[src/rtl/muldiv_pkg.sv]
// Shared definitions for the iterative multiply/divide unit: op and state
// encodings, the iteration count, and small two's-complement helpers.
package muldiv_pkg;

  typedef enum logic [1:0] {
    OP_MULT  = 2'd0,
    OP_MULTU = 2'd1,
    OP_DIV   = 2'd2,
    OP_DIVU  = 2'd3
  } op_e;

  typedef enum logic [1:0] {
    S_IDLE = 2'd0,
    S_RUN  = 2'd1,
    S_FIX  = 2'd2
  } state_e;

  localparam int MD_ITER = 32;

  // Two's-complement negation of a 32-bit value.
  function automatic logic [31:0] neg32(input logic [31:0] v);
    return 32'd0 - v;
  endfunction

  // Magnitude of a value interpreted as signed; 32'h8000_0000 maps to itself,
  // which is the correct unsigned magnitude.
  function automatic logic [31:0] abs32(input logic [31:0] v);
    logic [31:0] r;
    if (v[31]) begin
      r = neg32(v);
    end else begin
      r = v;
    end
    return r;
  endfunction

endpackage

[src/rtl/muldiv.sv]
// Iterative 32-bit multiply/divide unit with architectural HI/LO registers.
// Works on operand magnitudes with one shared 33-bit adder/subtractor and a
// 64-bit working register; signs are applied in a final FIX cycle.
module muldiv
  import muldiv_pkg::*;
(
  input  logic        clk,
  input  logic        reset,
  input  logic        start,
  input  logic [1:0]  op,
  input  logic [31:0] A,
  input  logic [31:0] B,
  input  logic        hi_we,
  input  logic        lo_we,
  input  logic [31:0] wdata,
  output logic        busy,
  output logic        done,
  output logic [31:0] hi,
  output logic [31:0] lo
);

  localparam logic [5:0] LAST_CNT = 6'(MD_ITER - 1);

  state_e      state_q;
  logic [5:0]  cnt_q;
  logic [63:0] acc_q;       // {rem, quo} for divide, {acc_hi, acc_lo} for multiply
  logic [31:0] opnd_q;      // multiplicand or divisor magnitude
  logic        is_div_q;
  logic        neg_quo_q;   // sign of product / quotient
  logic        neg_rem_q;   // sign of remainder
  logic        busy_q;
  logic        done_q;
  logic [31:0] hi_q;
  logic [31:0] lo_q;

  logic        signed_op_s;
  logic        div_op_s;
  logic [31:0] mag_a_s;
  logic [31:0] mag_b_s;

  logic [32:0] add_a_s;
  logic [32:0] add_b_s;
  logic [32:0] add_res_s;
  logic [63:0] acc_d;

  logic [63:0] prod_fix_s;
  logic [31:0] res_hi_d;
  logic [31:0] res_lo_d;

  // Decode the requested op and form operand magnitudes for launch.
  always_comb begin
    signed_op_s = (op == OP_MULT) || (op == OP_DIV);
    div_op_s    = (op == OP_DIV) || (op == OP_DIVU);
    if (signed_op_s) begin
      mag_a_s = abs32(A);
      mag_b_s = abs32(B);
    end else begin
      mag_a_s = A;
      mag_b_s = B;
    end
  end

  // One iteration: shift-add for multiply, restoring trial subtract for divide.
  // The shifted remainder is always below twice the divisor, so bit 32 of the
  // 33-bit difference is exactly the borrow.
  always_comb begin
    add_b_s = {1'b0, opnd_q};
    if (is_div_q) begin
      add_a_s   = acc_q[63:31];
      add_res_s = add_a_s - add_b_s;
      if (!add_res_s[32]) begin
        acc_d = {add_res_s[31:0], acc_q[30:0], 1'b1};
      end else begin
        acc_d = {acc_q[62:0], 1'b0};
      end
    end else begin
      add_a_s   = {1'b0, acc_q[63:32]};
      add_res_s = add_a_s + add_b_s;
      if (acc_q[0]) begin
        acc_d = {add_res_s, acc_q[31:1]};
      end else begin
        acc_d = {1'b0, acc_q[63:1]};
      end
    end
  end

  // Sign-correct the finished magnitude result into HI/LO values.
  always_comb begin
    if (neg_quo_q) begin
      prod_fix_s = 64'd0 - acc_q;
    end else begin
      prod_fix_s = acc_q;
    end
    if (is_div_q) begin
      if (opnd_q == 32'd0) begin
        res_lo_d = 32'hFFFF_FFFF;
      end else if (neg_quo_q) begin
        res_lo_d = neg32(acc_q[31:0]);
      end else begin
        res_lo_d = acc_q[31:0];
      end
      if (neg_rem_q) begin
        res_hi_d = neg32(acc_q[63:32]);
      end else begin
        res_hi_d = acc_q[63:32];
      end
    end else begin
      res_hi_d = prod_fix_s[63:32];
      res_lo_d = prod_fix_s[31:0];
    end
  end

  // Control FSM, datapath registers and HI/LO architectural state.
  always_ff @(posedge clk or posedge reset) begin
    if (reset) begin
      state_q   <= S_IDLE;
      cnt_q     <= 6'd0;
      acc_q     <= 64'd0;
      opnd_q    <= 32'd0;
      is_div_q  <= 1'b0;
      neg_quo_q <= 1'b0;
      neg_rem_q <= 1'b0;
      busy_q    <= 1'b0;
      done_q    <= 1'b0;
      hi_q      <= 32'd0;
      lo_q      <= 32'd0;
    end else begin
      done_q <= 1'b0;
      case (state_q)
        S_IDLE: begin
          if (hi_we) begin
            hi_q <= wdata;
          end
          if (lo_we) begin
            lo_q <= wdata;
          end
          if (start) begin
            is_div_q  <= div_op_s;
            neg_quo_q <= signed_op_s & (A[31] ^ B[31]);
            neg_rem_q <= signed_op_s & A[31];
            cnt_q     <= 6'd0;
            busy_q    <= 1'b1;
            state_q   <= S_RUN;
            if (div_op_s) begin
              acc_q  <= {32'd0, mag_a_s};
              opnd_q <= mag_b_s;
            end else begin
              acc_q  <= {32'd0, mag_b_s};
              opnd_q <= mag_a_s;
            end
          end
        end
        S_RUN: begin
          acc_q <= acc_d;
          cnt_q <= cnt_q + 6'd1;
          if (cnt_q == LAST_CNT) begin
            state_q <= S_FIX;
          end
        end
        S_FIX: begin
          hi_q    <= res_hi_d;
          lo_q    <= res_lo_d;
          done_q  <= 1'b1;
          busy_q  <= 1'b0;
          state_q <= S_IDLE;
        end
        default: begin
          busy_q  <= 1'b0;
          state_q <= S_IDLE;
        end
      endcase
    end
  end

  assign busy = busy_q;
  assign done = done_q;
  assign hi   = hi_q;
  assign lo   = lo_q;

endmodule

[config.mk]
export PLATFORM = sky130hd
export DESIGN_NAME = muldiv
export DESIGN_NICKNAME = d
export VERILOG_FILES = /design/src/rtl/muldiv_pkg.sv /design/src/rtl/muldiv.sv
export SDC_FILE = /design/constraint.sdc
export NUM_CORES = 1
export LEC_CHECK = 0
export CORE_ASPECT_RATIO = 1.75
export CORE_MARGIN = 2
export CORE_UTILIZATION = 35
export DETAILED_ROUTE_END_ITERATION = 16
export GPL_ROUTABILITY_DRIVEN = 1
export SKIP_CTS_REPAIR_TIMING = 1
export SLEW_MARGIN = 10
export SYNTH_ARGS = -nofsm -noshare
export SYNTH_HDL_FRONTEND = slang
export SYNTH_SLANG_ARGS = --single-unit
[constraint.sdc]
create_clock -name clk -period 7.82 [get_ports clk]
set_clock_uncertainty 0.15 [all_clocks]
set_input_delay 1.564 -clock clk [delete_from_list [all_inputs] [get_ports clk]]
set_output_delay 1.564 -clock clk [all_outputs]
set_load 0.03 [all_outputs]
==> results of run 1 <==
## worst reg2reg max path, stage by stage, from the launching register on
cell and delay, ns:
dfrtp_1 0.60, inv_1 0.19, fa_1 0.48, nand2b_1 0.20, a21oi_1 0.54, o2111ai_1 0.31, a2111oi_2 0.52, o211ai_1 0.30
a21oi_2 0.31, xnor2_2 0.40, buf_4 0.46, o21ai_0 0.17, a221o_1 0.30
## through the flow
stage / setup WS [ns] / cells / total power, uW
2_1_floorplan: 1.42 / 1924 / 4670
3_3_place_gp: 2.89 / 2549 / 6050
3_5_place_dp: 2.86 / 2549 / 6100
4_1_cts: 2.85 / 2581 / 7040
5_1_grt: 2.42 / 2582 / 7550
6_report: 2.78 / 2582 / 7080
## layout make-up
type                            count  area [um2]
Timing Repair Buffer              189        1840
Fill cell                        4279       24200
Tap cell                          555         694
Multi-Input combinational cell   1557        9770
Inverter                           76         290
Sequential cell                   173        4330
Clock buffer                       17         425
Clock inverter                     15         193
## layout by cell type (no fill, tap or decap), types with 12 or more instances in the layout
cell / netlist / layout
dfrtp_1: 173 / 172
buf_4: 1 / 20
o211ai_1: 20 / 20
ha_1: 69 / 69
nor2_1: 186 / 185
nand2_1: 219 / 218
nor3_1: 48 / 48
o22ai_1: 34 / 34
a31oi_1: 19 / 19
a221oi_1: 12 / 12
mux2i_1: 44 / 44
xor2_1: 63 / 63
a21oi_1: 192 / 192
nand2b_1: 26 / 25
nor4_1: 16 / 16
o31ai_1: 21 / 21
inv_1: 74 / 73
a211oi_1: 12 / 12
nand3_1: 38 / 38
clkdlybuf4s50_1: 0 / 167
clkbuf_16: 0 / 17
or3_1: 20 / 20
xnor2_1: 110 / 109
o21ai_0: 203 / 203
a21o_1: 24 / 24
## Yosys cell counts (5+ instances only)
master,instances
nand2_1,219
o21ai_0,203
a21oi_1,192
nor2_1,186
dfrtp_1,173
xnor2_1,110
clkbuf_1,97
inv_1,74
ha_1,69
xor2_1,63
nor3_1,48
mux2i_1,44
nand3_1,38
o22ai_1,34
nand2b_1,26
a21o_1,24
o31ai_1,21
o211ai_1,20
or3_1,20
a31oi_1,19
buf_1,16
nor4_1,16
a211oi_1,12
a221oi_1,12
nand4_1,11
nor2b_1,11
o41ai_1,11
a22oi_1,10
o21bai_1,10
and3_1,9
o21a_1,9
or4_1,9
mux2_2,8
o221ai_1,6
a32oi_1,5
o31a_1,5
## worst min path at each step
| stage | end | cells after the start |
|---|---|---|
| 2_1_floorplan | state_q[1] | 1 |
| 3_3_place_gp | lo[30] | 2 |
| 3_5_place_dp | state_q[1] | 1 |
| 4_1_cts | hi[6] | 2 |
| 5_1_grt | hi[6] | 2 |
| 6_report | hi[0] | 2 |
## routing by layer
layer | wire length [um] | vias to the layer above | GRT usage
met5 | 0 | - | 0
met4 | 3870 | 0 | 0.175
met3 | 2420 | 152 | 0.0216
met2 | 29400 | 535 | 0.466
met1 | 21200 | 7098 | 0.274
li1 | - | 7108 | -
## flip-flops by register name (all words and copies together), names as in the netlist, 2 cells and up
signal,flops
cnt_q,6
opnd_q,32
lo,32
acc_q,64
hi,32
state_q,2
## power by group
| part | total, uW | switching [uW] | internal (uW) | leakage (uW) |
|---|---|---|---|---|
| Combinational | 4250 | 2520 | 1740 | 0.00479 |
| Clock | 928 | 441 | 488 | 0.000299 |
| Sequential | 1900 | 687 | 1210 | 0.00213 |
| Total | 7080 | 3640 | 3430 | 0.00722 |
## logic make-up (layout without fill, tap and decap cells)
kind of cell               after synthesis  in the layout  synth area share
AOI/OAI and AO/OA                      640            640             0.263
and+or+nand+nor                        620            620             0.194
buffers and inverters                  194            297            0.0498
xor gates and xnor gates               174            174             0.104
DFF                                    173            173             0.293
adders and majority gates               71             71            0.0611
muxes                                   52             52            0.0359
==> impl_metrics.yaml, run 1 <==
outcome:
  status: "completed"
critical_path:
  required_ns: 8.02
  crit_type: "reg -> reg"
  cp-end-kind: "flip-flop"
  critPathLaunch: "acc_q[32]"
  slowest_delay_ns: 0.60
  regToRegSetupSlack_ns: 2.78
  crit_cells: 12
  ff2ff_path_depth: 12
  slowest_stage: "dfrtp_1"
  r2r-start: "acc_q[32]"
  r2r_end: "acc_q[46]"
  crit_fanout: 30
  path_buf_inv: 2
  crit_end: "acc_q[46]"
  arrival_ns: 5.24
  worstSetupStartpointType: "flip-flop"
  critPathTopFamily: "compound AO/OA/AOI/OAI gates"
  path_cells: "inv_1, fa_1, nand2b_1, a21oi_1, o2111ai_1, a2111oi_2, o211ai_1, a21oi_2, xnor2_2, buf_4, o21ai_0, a221o_1"
sta:
  rsz0062_at_grt: "false"
  tns_ns: 0
  max_clock_freq_mhz: 198
  worstMarginPinSlew_ns: 1.13
  hold_viol: 0
  max_slew_margin: 0.245
  worst_hold_slack_ns: 0.333
  finalCriticalPeriod_ns: 5.04
  maxSlewViolCount: 0
  setup_viol_count_final: 0
  post-route-period-util: 0.645
placed_design:
  placed_cell_area_um2: 16900
  io_buffers: 168
  gp_congestion: 0.958
  post-dp-hpwl_um: 44300
synth:
  syn_area_um2: 14800
  synth_warnings: 0
  synth-main-ff-cell: "dfrtp_1"
  synth_edf_count: 0
  yosys.area.top_type: "dfrtp_1"
  syn_nets: 2098
  synth.top_cell.area_share: 0.293
  synth.avg_cell_area_um2: 7.69
  syn_inst: 1924
  yosys-top-cells-area: "dfrtp_1, o21ai_0, xnor2_1"
  ys_seq_area_frac: 0.293
  yosysUniqueCellTypes: 87
  synthArstFlopShare: 1.00
  postSynthRegisterBits: 173
global_routing:
  antenna_found_initial: 0
  grt_pass1_vias: 14300
  grt_overflow: 0
  grt_use_total: 0.252
  grt_pass1_wl_um: 85000
  grt_max_degree: 104
hold_path:
  hold_class: "reg -> reg"
  hp-start: "hi[0]"
final_layout:
  fin_nets: 2188
  design_area_um2: 17500
  drive_gt1_frac: 0.0474
  area_delta_synth_final_pct: 18.6
  diodes: 0
  utilization: 0.420
clocking:
  cts.htree.levels: 4
  cts_tree: "built"
  clock_sinks: 173
  clockBufferDepth: 2
  clkLatencyLatePin_ns: 0.47
  cts-root-buf: "clkbuf_16"
  numCtsBuffers: 17
  clk_pin_slew_ns: 0.07
drt:
  drtAntennaViolNets: 0
  routed_via_density: 5.77
  drt_iter0_drc: 1030
  routed_wl_um: 56900
  firstDrtPassIters: 6
  route.detailed.drc: 0
  wl_per_cell_um: 22.0
  num_vias: 14900
die:
  start_util: 0.354
  placementRows: 99
  dieArea_um2: 44000
  core_um2: 41700
  ioPinCount: 169
  die_x_um: 159
  die_h_um: 276
pwr:
  p_leak_uw: 0.00722
  vdd_drop_max_mv: 0.178
  powerDensity_nw_per_um2: 403
run:
  cap_viol_max_count: 0
Note: power is estimated with default switching activity, not from simulation.
==> run 2: changes to the inputs <==
==> constraint.sdc (replaced) <==
create_clock -name clk -period 5.08 [get_ports clk]
set_clock_uncertainty 0.15 [all_clocks]
set_input_delay 1.016 -clock clk [delete_from_list [all_inputs] [get_ports clk]]
set_output_delay 1.016 -clock clk [all_outputs]
set_load 0.03 [all_outputs]
==> impl_metrics.yaml, run 2 (synthesized netlist as in run 1, its figures left out) <==
final_layout:
  drive_gt1_frac: 0.0644
  multi_input_area_um2: 9770
  final_common_cell: "nand2_1"
  fin_nets: 2226
  fill_cells: 4287
  largest_reg_flops: 64
  top_register: "acc_q"
  design_area_um2: 17800
  area_delta_synth_final_pct: 20.5
  final-seq-area_um2: 4330
  layout_common_cells: "nand2_1, o21ai_0, a21oi_1, nor2_1, dfrtp_1"
critical_path:
  required_ns: 5.27
  r2r-start: "opnd_q[0]"
  crit_type: "reg -> reg"
  critPathLaunch: "opnd_q[0]"
  cp-end-kind: "flip-flop"
  crit_fanout: 22
  worstSetupStartpointType: "flip-flop"
  arrival_ns: 4.69
drt:
  wl_per_cell_um: 22.5
  routed_via_density: 5.77
  firstDrtPassIters: 7
  route.detailed.drc: 0
  routed_wl_um: 58900
  drtAntennaViolNets: 0
  num_vias: 15100
  drt_iter0_drc: 1011
sta:
  hold_viol: 0
  maxSlewViolCount: 0
  worst_hold_slack_ns: 0.330
  rsz0062_at_grt: "false"
  setup_viol_count_final: 0
  max_slew_margin: 0.290
  fin_ws_ns: 0.573
  finalCriticalPeriod_ns: 4.51
  max_clock_freq_mhz: 222
  tns_ns: 0
  post-route-period-util: 0.887
  worstMarginPinSlew_ns: 1.06
pwr:
  pwr-share-comb: 0.640
  powerDensity_nw_per_um2: 622
  p_leak_uw: 0.00739
  switching_share: 0.515
  power.switching_uw: 5710
  seq_power_share: 0.239
  vdd_drop_max_mv: 0.270
  internal-power_uw: 5370
  pwr-share-clk: 0.121
global_routing:
  grt_pass1_wl_um: 87900
  grt_overflow: 0
  grt_pass1_vias: 14600
  antenna_found_initial: 2
  grt_max_degree: 81
  grt_use_total: 0.262
clocking:
  clkLatencyLatePin_ns: 0.47
  cts_tree: "built"
  cts.htree.levels: 4
  numCtsBuffers: 17
  clock_sinks: 173
  cts-root-buf: "clkbuf_16"
  clk_pin_slew_ns: 0.07
  clockBufferDepth: 2
run:
  cap_viol_max_count: 0
outcome:
  status: "completed"
placed_design:
  io_buffers: 168
  post-dp-hpwl_um: 46900
  dp_slack_ns: 0.653
  gp_congestion: 0.958
  placed_cell_area_um2: 17200
die:
  dieArea_um2: 44000
  die_x_um: 159
  die_h_um: 276
  start_util: 0.354
  ioPinCount: 169
  core_um2: 41700
  placementRows: 99
hold_path:
  hold_class: "reg -> reg"
  hp-start: "hi[23]"
-- run 2: cell count changes in the layout (fill, tap and decap cells not counted), sizes merged --
cell,previous run,this run
bufinv,2,0
clkbuf,17,18
buf,22,60
diode,0,1
clkinvlp,1,2
-- run 2: area by class of cell --
type	count	share of cell area
tap	555	0.0390
antenna	1	0.000140
multi-input combinational	1557	0.548
clock inverter	14	0.00800
inverter	76	0.0162
clock buffer	18	0.0246
timing repair buffer	227	0.121
sequential	173	0.243
-- run 2: per-stage QoR --
step           power (uW)  std cells  utilization
6_report            11100       2621        0.427
5_1_grt             11800       2620        0.427
4_1_cts             11000       2619        0.426
3_5_place_dp         9670       2587        0.413
3_3_place_gp         9590       2587        0.413
2_1_floorplan        7190       1924            -
-- run 2: power by group through the flow --
stage	Sequential [uW]	Clock, uW	Combinational, uW
after global placement	2640	0	6950
final	2650	1340	7100
after floorplan	2620	0	4570
after CTS	2620	1360	7040
after global routing	2690	1410	7720
after detailed placement	2650	0	7010
-- run 2: worst max-delay path, stage by stage (launching register included) --
cell       delay [ns]
dfrtp_1          0.42
ha_1             0.23
fa_1             0.38
nand2b_1         0.20
a21oi_1          0.45
o2111ai_1        0.30
a2111oi_2        0.57
o211ai_1         0.25
a21oi_2          0.30
xnor2_2          0.42
buf_4            0.35
nor3_1           0.07
a31oi_1          0.18
o211ai_1         0.10
-- run 2: final timing paths --
path	to	slack, ns	cells past startpoint
max reg2reg	acc_q[40]	0.57	13
min	hi[23]	0.33	2
min in group asynchronous	hi[7]	0.89	2
max	acc_q[40]	0.57	13
max in group asynchronous	is_div_q	2.91	3
min reg2reg	hi[23]	0.33	2
-- run 2: metal layers --
metal / vias up / track usage / share of wire
met2: 515 / 0.481 / 0.52
met5: - / 0 / 0.00053
met1: 7239 / 0.286 / 0.37
met3: 183 / 0.0306 / 0.040
li1: 7178 / - / -
met4: 4 / 0.172 / 0.071
